==> config.mk <==
export PLATFORM = sky130hd
export DESIGN_NAME = fft_frame_ctrl_flat
export DESIGN_NICKNAME = d
export VERILOG_FILES = /design/src/rtl/fft_ctrl_pkg.sv /design/src/rtl/fft_frame_ctrl_if.sv /design/src/rtl/fft_out_serializer.sv /design/src/rtl/fft_frame_ctrl.sv /design/src/flat_wrapper.sv
export SDC_FILE = /design/constraint.sdc
export NUM_CORES = 1
export LEC_CHECK = 0
export ABC_AREA = 1
export BUFFER_PORTS_ARGS = -buffer_cell sky130_fd_sc_hd__buf_2
export CORE_UTILIZATION = 54
export DETAILED_ROUTE_END_ITERATION = 7
export PLACE_DENSITY_LB_ADDON = 0.08
export SYNTH_ARGS = -nofsm -noshare
export SYNTH_HDL_FRONTEND = slang
export SYNTH_SLANG_ARGS = --single-unit
==> constraint.sdc <==
create_clock -name clk -period 2.5 [get_ports clk]
set_clock_uncertainty 0.1 [all_clocks]
set_input_delay 0 -clock clk [delete_from_list [all_inputs] [get_ports clk]]
set_output_delay 0 -clock clk [all_outputs]
set_load 0.1 [all_outputs]
==> src/rtl/fft_ctrl_pkg.sv <==
// Shared constants and the frame-controller state type.
package fft_ctrl_pkg;

  localparam int N_POINTS = 8;
  localparam int IDX_W    = 3;

  typedef enum logic [2:0] {
    IDLE  = 3'd0,
    LOAD  = 3'd1,
    START = 3'd2,
    WAIT  = 3'd3,
    DRAIN = 3'd4
  } state_t;

endpackage

==> src/rtl/fft_frame_ctrl_if.sv <==
// Sample-in / bin-out stream bundle of the FFT frame controller.
// The controller uses the slave view; the sample source / result sink uses master.
interface fft_frame_ctrl_if #(
  parameter int WIDTH = 9
) ();
  import fft_ctrl_pkg::*;

  logic             s_valid;
  logic             s_ready;
  logic [WIDTH-1:0] s_data;

  logic             m_valid;
  logic             m_ready;
  logic [WIDTH-1:0] m_re;
  logic [WIDTH-1:0] m_im;
  logic [IDX_W-1:0] m_idx;
  logic             m_last;

  modport master (
    output s_valid, s_data, m_ready,
    input  s_ready, m_valid, m_re, m_im, m_idx, m_last
  );

  modport slave (
    input  s_valid, s_data, m_ready,
    output s_ready, m_valid, m_re, m_im, m_idx, m_last
  );

endinterface

==> src/rtl/fft_out_serializer.sv <==
// Result buffer for one 8-point FFT frame and the bin multiplexer that walks it.
module fft_out_serializer
  import fft_ctrl_pkg::*;
#(
  parameter int WIDTH = 9
) (
  input  logic                        clk,
  input  logic                        rstn,
  input  logic                        capture,
  input  logic [2*N_POINTS*WIDTH-1:0] y,
  input  logic                        advance,
  output logic [WIDTH-1:0]            re,
  output logic [WIDTH-1:0]            im,
  output logic [IDX_W-1:0]            idx
);

  logic [2*N_POINTS*WIDTH-1:0] res_q;
  logic [IDX_W-1:0]            j;

  // Capture all 16 words at once; the bin pointer restarts at 0 on capture and
  // wraps 7->0 on the last handshake so the next frame starts at bin 0.
  always_ff @(posedge clk or negedge rstn) begin
    if (!rstn) begin
      res_q <= '0;
      j     <= '0;
    end else if (capture) begin
      res_q <= y;
      j     <= '0;
    end else if (advance) begin
      j <= j + 1'b1;
    end
  end

  assign re  = res_q[(2 * int'(j)) * WIDTH +: WIDTH];
  assign im  = res_q[(2 * int'(j) + 1) * WIDTH +: WIDTH];
  assign idx = j;

endmodule

==> src/rtl/fft_frame_ctrl.sv <==
// Frame controller around an 8-point FFT core: gathers 8 samples, launches the
// core with a one-cycle active-low strobe, waits (bounded) for its result and
// streams the 8 complex bins out.
//
//   state | meaning
//   IDLE  | waiting for first sample of a frame (slot 0)
//   LOAD  | collecting samples into slots 1..7
//   START | one-cycle launch strobe, fft_rstn_o = 0
//   WAIT  | waiting for fft_vld, bounded by TIMEOUT
//   DRAIN | presenting bins 0..7 on the output stream
module fft_frame_ctrl
  import fft_ctrl_pkg::*;
#(
  parameter int WIDTH   = 9,
  parameter int TIMEOUT = 15
) (
  input  logic                        clk,
  input  logic                        rstn,
  fft_frame_ctrl_if.slave             bus,
  output logic                        fft_rstn_o,
  output logic [N_POINTS*WIDTH-1:0]   fft_x,
  input  logic [2*N_POINTS*WIDTH-1:0] fft_y,
  input  logic                        fft_vld,
  output logic                        err_timeout,
  output logic [7:0]                  frame_cnt
);

  localparam int               CNT_W    = $clog2(TIMEOUT + 1);
  // Last WAIT count before giving up: the error pulse then lands exactly
  // TIMEOUT cycles after the START cycle.
  localparam logic [CNT_W-1:0] WAIT_END = CNT_W'(TIMEOUT - 2);
  localparam logic [IDX_W-1:0] LAST_IDX = IDX_W'(N_POINTS - 1);

  state_t           state;
  logic [IDX_W-1:0] k;
  logic [CNT_W-1:0] wait_cnt;

  logic             in_ready;
  logic             accept;
  logic             capture;
  logic             advance;
  logic             m_valid;
  logic [IDX_W-1:0] m_idx;
  logic [WIDTH-1:0] m_re;
  logic [WIDTH-1:0] m_im;

  // Gated by rstn so s_ready is low during reset and high from the first
  // cycle after release.
  assign in_ready = rstn && ((state == IDLE) || (state == LOAD));
  assign accept   = bus.s_valid && in_ready;
  assign capture  = (state == WAIT) && fft_vld;
  assign m_valid  = (state == DRAIN);
  assign advance  = m_valid && bus.m_ready;

  assign bus.s_ready = in_ready;
  assign bus.m_valid = m_valid;
  assign bus.m_re    = m_re;
  assign bus.m_im    = m_im;
  assign bus.m_idx   = m_idx;
  assign bus.m_last  = m_valid && (m_idx == LAST_IDX);

  fft_out_serializer #(
    .WIDTH (WIDTH)
  ) u_ser (
    .clk     (clk),
    .rstn    (rstn),
    .capture (capture),
    .y       (fft_y),
    .advance (advance),
    .re      (m_re),
    .im      (m_im),
    .idx     (m_idx)
  );

  // Frame sequencing, sample loading, launch strobe, timeout and frame count.
  always_ff @(posedge clk or negedge rstn) begin
    if (!rstn) begin
      state       <= IDLE;
      k           <= '0;
      wait_cnt    <= '0;
      fft_x       <= '0;
      fft_rstn_o  <= 1'b1;
      err_timeout <= 1'b0;
      frame_cnt   <= '0;
    end else begin
      fft_rstn_o  <= 1'b1;
      err_timeout <= 1'b0;
      case (state)
        IDLE: begin
          if (accept) begin
            fft_x[0 +: WIDTH] <= bus.s_data;
            k                 <= IDX_W'(1);
            state             <= LOAD;
          end
        end
        LOAD: begin
          if (accept) begin
            fft_x[int'(k) * WIDTH +: WIDTH] <= bus.s_data;
            if (k == LAST_IDX) begin
              k          <= '0;
              fft_rstn_o <= 1'b0;
              state      <= START;
            end else begin
              k <= k + 1'b1;
            end
          end
        end
        START: begin
          wait_cnt <= '0;
          state    <= WAIT;
        end
        WAIT: begin
          if (fft_vld) begin
            state <= DRAIN;
          end else if (wait_cnt == WAIT_END) begin
            err_timeout <= 1'b1;
            k           <= '0;
            state       <= IDLE;
          end else begin
            wait_cnt <= wait_cnt + 1'b1;
          end
        end
        DRAIN: begin
          if (advance && (m_idx == LAST_IDX)) begin
            frame_cnt <= frame_cnt + 8'd1;
            state     <= IDLE;
          end
        end
        default: state <= IDLE;
      endcase
    end
  end

endmodule

==> src/flat_wrapper.sv <==
// flat-port wrapper written by rule: the top's interface ports become plain ports
module fft_frame_ctrl_flat import fft_ctrl_pkg::*;
#(
  parameter int WIDTH   = 9,
  parameter int TIMEOUT = 15
)
  (clk, rstn, fft_rstn_o, fft_x, fft_y, fft_vld, err_timeout, frame_cnt, bus_s_valid, bus_s_data, bus_m_ready, bus_s_ready, bus_m_valid, bus_m_re, bus_m_im, bus_m_idx, bus_m_last);
  fft_frame_ctrl_if #(.WIDTH(WIDTH)) bus_i ();
  input  logic clk;
  input  logic rstn;
  output logic fft_rstn_o;
  output logic [N_POINTS*WIDTH-1:0] fft_x;
  input  logic [2*N_POINTS*WIDTH-1:0] fft_y;
  input  logic fft_vld;
  output logic err_timeout;
  output logic [7:0] frame_cnt;
  input wire logic [$bits(bus_i.s_valid)-1:0] bus_s_valid;
  input wire logic [$bits(bus_i.s_data)-1:0] bus_s_data;
  input wire logic [$bits(bus_i.m_ready)-1:0] bus_m_ready;
  output wire logic [$bits(bus_i.s_ready)-1:0] bus_s_ready;
  output wire logic [$bits(bus_i.m_valid)-1:0] bus_m_valid;
  output wire logic [$bits(bus_i.m_re)-1:0] bus_m_re;
  output wire logic [$bits(bus_i.m_im)-1:0] bus_m_im;
  output wire logic [$bits(bus_i.m_idx)-1:0] bus_m_idx;
  output wire logic [$bits(bus_i.m_last)-1:0] bus_m_last;
  assign bus_i.s_valid = bus_s_valid;
  assign bus_i.s_data = bus_s_data;
  assign bus_i.m_ready = bus_m_ready;
  assign bus_s_ready = bus_i.s_ready;
  assign bus_m_valid = bus_i.m_valid;
  assign bus_m_re = bus_i.m_re;
  assign bus_m_im = bus_i.m_im;
  assign bus_m_idx = bus_i.m_idx;
  assign bus_m_last = bus_i.m_last;
  fft_frame_ctrl #(.WIDTH(WIDTH), .TIMEOUT(TIMEOUT)) u_core (.clk(clk), .rstn(rstn), .bus(bus_i), .fft_rstn_o(fft_rstn_o), .fft_x(fft_x), .fft_y(fft_y), .fft_vld(fft_vld), .err_timeout(err_timeout), .frame_cnt(frame_cnt));
endmodule
Yosys cells after proc, flatten, opt, wreduce, memory -nomap -nowiden
Cells that the tools add are included.
- eq/ne operators: 15
- divide/modulo/power cells: 0
- $add $sub $neg: 6
- multiplexer cells: 26
- bitwise operators: 0
- shift operators: 4
- multiply operators: 3
- reduce and logical (&&, ||, !) cells: 18
- magnitude comparators: 0
- operator list (kind ; number):
    144-bit by 10-bit indexed part select with 9-bit output ; 1
    144-bit by 9-bit indexed part select with 9-bit output ; 1
    72-bit bitwise mux ; 1
    9-bit by 33-bit variable shift with 72-bit output, first input constant ; 1
    9-bit by 33-bit indexed part select with 72-bit output ; 1
    3-bit two-way mux ; 11
    32-bit negator with 33-bit output ; 1
    9-bit two-way mux ; 2
    9-bit one-hot mux with 2 select lines ; 1
    3-bit one-hot mux with 5 select lines ; 1
    3-bit by 4-bit multiplier with 7-bit output, second input constant ; 2
    2-bit != test, second input constant ; 5
    5-bit AND reduction ; 2
    3-bit == test, second input constant ; 3
    5-bit by 4-bit multiplier with 9-bit output, second input constant ; 1
    3-bit one-hot mux with 3 select lines ; 1
    8-bit by 1-bit adder with 8-bit output, second input constant ; 1
    4-bit two-way mux ; 2
    4-bit one-hot mux with 2 select lines ; 1
    3-bit by 1-bit adder with 3-bit output, second input constant ; 2
    3-bit by 2-bit == test with 1-bit output, second input constant ; 2
    1-bit logical AND ; 6
    1-bit two-way mux ; 6
    3-bit AND reduction ; 2
    other kinds (11) ; 15
- memories: 0
- word-level logic and storage cells: 82
- bits in registers: 239
- output and inout bits: 106
- bits in writable memories: 0
- bits in latches: 0
- memory bits (read-only): 0

Depth between registers and ports, before layout
- depth after elaboration: 6
- mapped depth: 10

Hierarchy
From an unflattened synthesis, not the netlist that was laid out.
- cells, all modules: 1461
- area, all modules: 11502.3 µm²
- modules (own cells, without submodules) (module ; times used ; cells each ; area each (µm²)):
    fft_out_serializer ; 1 ; 955 ; 7188.1
    fft_frame_ctrl ; 1 ; 506 ; 4314.1

Least setup slack after synthesis
OpenSTA, ideal clock, no wires.
- path type: reg-to-reg
- start point: register u_core.state[0]
- end point: register u_core.state[0]
- setup slack: -313 ps
- data required time: 2280 ps
- setup time: 120 ps
- period minus slack after synthesis: 2813 ps
- buffers on the path: 0
- cell stages (with the launch flop): 7
- arrival time: 2593 ps
- cells stage by stage: dfrtp_1 -> inv_2 -> nand2_1 -> nor2_1 -> o21ai_0 -> nand3_1 -> nand2_1
- elaborated cells between the ends (all ways): 17
- classes of those cells: 9 x eq/ne; 1 x mux; 7 x reduce/logical
- RTL lines (element ; RTL line ; source):
    start, declared ; fft_frame_ctrl.sv:34 ; state_t state;
    start signal, assigned ; fft_frame_ctrl.sv:78 ; state <= IDLE;
    start signal, assigned ; fft_frame_ctrl.sv:93 ; state <= LOAD;
    start signal, assigned ; fft_frame_ctrl.sv:102 ; state <= START;
    3-bit == test (*) ; fft_frame_ctrl.sv:52 ; assign m_valid = (state == DRAIN);
    named net bus_m_valid ; flat_wrapper.sv:21 ; output wire logic [$bits(bus_i.m_valid)-1:0] bus_m_valid;
    1-bit logical AND ; fft_frame_ctrl.sv:53 ; assign advance = m_valid && bus.m_ready;
    1-bit logical AND ; fft_frame_ctrl.sv:124 ; if (advance && (m_idx == LAST_IDX)) begin
    2-bit != test (no line) ; -- ;
    5-bit AND reduction (no line) ; -- ;
The timed path passes the listed nets; every way through them passes the cells marked *.
A chain may end at the register's enable or synchronous reset.

Worst setup path in the final report
- start point: register u_core.u_ser.j[0], in the netlist u_core.u_ser.idx[0]
- end point: output bus_m_im[4]
- longest elaborated chain between the ends: 3
- ends and longest elaborated chain (element ; RTL line ; source):
    start, declared ; fft_out_serializer.sv:18 ; logic [IDX_W-1:0] j;
    start signal, assigned ; fft_out_serializer.sv:30 ; j <= j + 1'b1;
    4-bit by 1-bit adder with 5-bit output ; fft_out_serializer.sv:35 ; assign im = res_q[(2 * int'(j) + 1) * WIDTH +: WIDTH];
    5-bit by 4-bit multiplier with 9-bit output ; fft_out_serializer.sv:35 ;
    144-bit by 10-bit indexed part select with 9-bit output ; fft_out_serializer.sv:35 ;
    end, declared ; flat_wrapper.sv:23 ; output wire logic [$bits(bus_i.m_im)-1:0] bus_m_im;
Every way passes these cells.

==> results_dict.tcl <==
set metrics [dict create \
    syn_inst 1399 \
    viasPerCell 5.25 \
    final_core_util_pct 75.7 \
    maxSlewViolCount 0 \
    cts.sinks 239 \
    vias 11000 \
    rsz0062_at_grt "no" \
    fin_nets 1965 \
    ys_seq_area_share_pct 53.8 \
    crit_path_end_kind "primary output" \
    criticalPathCategory "reg2out" \
    fillers 1426 \
    cp-start-kind "flip-flop" \
    ant_nets 0 \
    cts-root-buf "clkbuf_16" \
    synth_top_cell_area_share_pct 53.5 \
    slew_headroom_pct 44.0 \
    die_w_um 146 \
    cts_buffer_depth 3 \
    max_freq_mhz 419 \
    max_slew.worst_pin.slew_ns 0.840 \
    syn_nets 1567 \
    avgSynthCellArea_um2 7.95 \
    layout_min_cycle_time_ns 2.39 \
    yosysTopAreaCell "dfrtp_1" \
    grt_pass1_vias 10900 \
    placed_area_um2 12900 \
    cts_tree "built" \
    io_buffers 263 \
    start_util_pct 55.0 \
    postCtsSetupBuffers 0 \
    leakagePower_nw 8.41 \
    drive_gt1_share_pct 21.4 \
    gp_congestion 0.844 \
    drt-total-wl_mm 33.5 \
    synthFlopType "dfrtp_1" \
    num_rows 52 \
    postLayoutCellArea_um2 15300 \
    final-hold-violation-count 0 \
    ys_seq_elements 239 \
    ir_worst_vdd_v 0.00230 \
    yosys-top-cells-area "dfrtp_1 (54%), nand2_1 (23%), o21ai_0 (4.3%)" \
    die-height_um 146 \
    drt_first_pass_iters 5 \
    synth_edf_count 0 \
    cts_made_buffers 25 \
    cp.arrival_ns 2.29 \
    power_density_nw_per_um2 1410 \
    synth_cell_types 32 \
    grt.overflow.total 0 \
    path_max_fanout 36 \
    totalNegativeSetupSlack_ns 0 \
    die-area_um2 21200 \
    drtIter0Drc 788 \
    cp.required_ns 2.40 \
    yosys_warnings 0 \
    dp.final_hpwl_mm 20.4 \
    grt_pass1_wl_mm 54.3 \
    synthArstFlopShare_pct 100 \
    grt_max_degree 150 \
    status "completed" \
    core_um2 20200 \
    antenna_found_initial 0 \
    yosysMostFrequentCell "nand2_1" \
    wl_per_cell_um 16.1 \
    hold_class "in2reg" \
    area_delta_synth_final_pct 37.6 \
    grt_usage_pct 32.1 \
    max-cap-violations 0 \
    cts.reportedPaths.clkPinSlew_ns 0.06 \
    drc_errors 0 \
    clk_latency_ns 0.53 \
    ios 264 \
    mappedNetlistArea_um2 11100 \
    netlist_top_cells_count "nand2_1 (683), dfrtp_1 (238), o21ai_0 (96)" \
    h-tree-depth 1 \
    min_period_over_period_pct 95.5 \
    setup_violations 0 \
]
final timing paths:
path,end,slack [ns],cells past startpoint,start
max reg2reg,u_core.fft_x[55],0.42,7,u_core.k[1]
min reg2reg,u_core.u_ser.res_q[98],0.36,2,u_core.u_ser.res_q[98]
min in group asynchronous,u_core.fft_x[21],0.47,4,rstn
min,u_core.u_ser.res_q[93],0.1,4,fft_y[93]
max,bus_m_im[4],0.11,7,u_core.u_ser.idx[0]
max in group asynchronous,u_core.u_ser.res_q[6],0.99,4,rstn
worst max-delay path, cell delays in order, from the launching register on:
cell and delay, ns:
dfrtp_2 0.48, inv_2 0.22, buf_12 0.24, nor2_1 0.09, o22ai_1 0.22, nand2_1 0.07, nand2_1 0.09, clkbuf_4 0.33
sequential cells by signal (all words and copies together), names as in the netlist:
signal              cells
u_core.u_ser.res_q    144
u_core.fft_x           72
u_core.frame_cnt        8
u_core.wait_cnt         4
u_core.k                3
u_core.state            3
u_core.u_ser.idx        3
u_core.err_timeout      1
u_core.fft_rstn_o       1
final cells by class:
type	instances	area, um2	area share [%]
diodes	1	2.50	0.0163
multi-input cells	1027	4580	29.9
flip-flops and latches	239	5980	39.1
clock inverters	6	33.8	0.221
inverters	63	239	1.56
clock buffers	39	738	4.82
well taps	270	338	2.21
repair buffers	441	3410	22.2
where the power goes:
part | switching (mW) | internal (mW) | leakage (nW)
registers | 0.885 | 5.32 | 3.09
logic | 8.62 | 3.28 | 4.93
clock network | 1.52 | 2.02 | 0.385
total | 11.0 | 10.6 | 8.41
stage by stage:
stage                     setup slack [ns]  power, mW  hold slack (ns)  cells
after floorplan                    0.00224       14.4           -0.396   1399
after global placement               0.519       17.6           -0.239   1881
after detailed placement             0.475       17.8           -0.233   1881
after CTS                           0.0236       21.6           0.0837   2085
after global routing               0.00733       22.8            0.121   2085
final                                0.112       21.7           0.0962   2086
layout by cell type, fill, tap and decap left out, drive strengths merged:
cell	instances
buf	281
dfrtp	238
dlygate4sd3	158
dfstp	1
nor3	9
xor2	5
clkbuf	41
o21ai	123
diode	1
clkinv	6
ha	10
nand3	38
inv	63
o22ai	36
a21oi	1
nand3b	2
nand4	13
nand2	690
nor2	100
what timing repair did:
action,CTS,global route
endpoints found under the setup margin,0,4
hold buffers,159,0
gates resized for setup,0,4
hold endpoints to repair,467,0
kinds of logic (layout without fill, tap and decap cells):
family                   Yosys count  after routing  synth area share, %
AND/OR/NAND/NOR                  852            852                 30.5
AO/OA/AOI/OAI                    160            160                 8.51
flip-flops                       239            239                 53.8
adder cells (fa/ha/maj)           10             10                 1.12
buffers and inverters            133            549                 5.58
other                              0              1                    0
XOR/XNOR                           5              5                0.562
metal layers:
| layer | vias to the layer above | track usage [%] | wire [um] |
|---|---|---|---|
| met2 | 473 | 53.9 | 16300 |
| li1 | 5206 | - | - |
| met5 | - | 0 | 0 |
| met3 | 99 | 4.17 | 2000 |
| met4 | 0 | 14.6 | 1350 |
| met1 | 5183 | 41.7 | 13800 |
(Power assumes the default switching activity.)
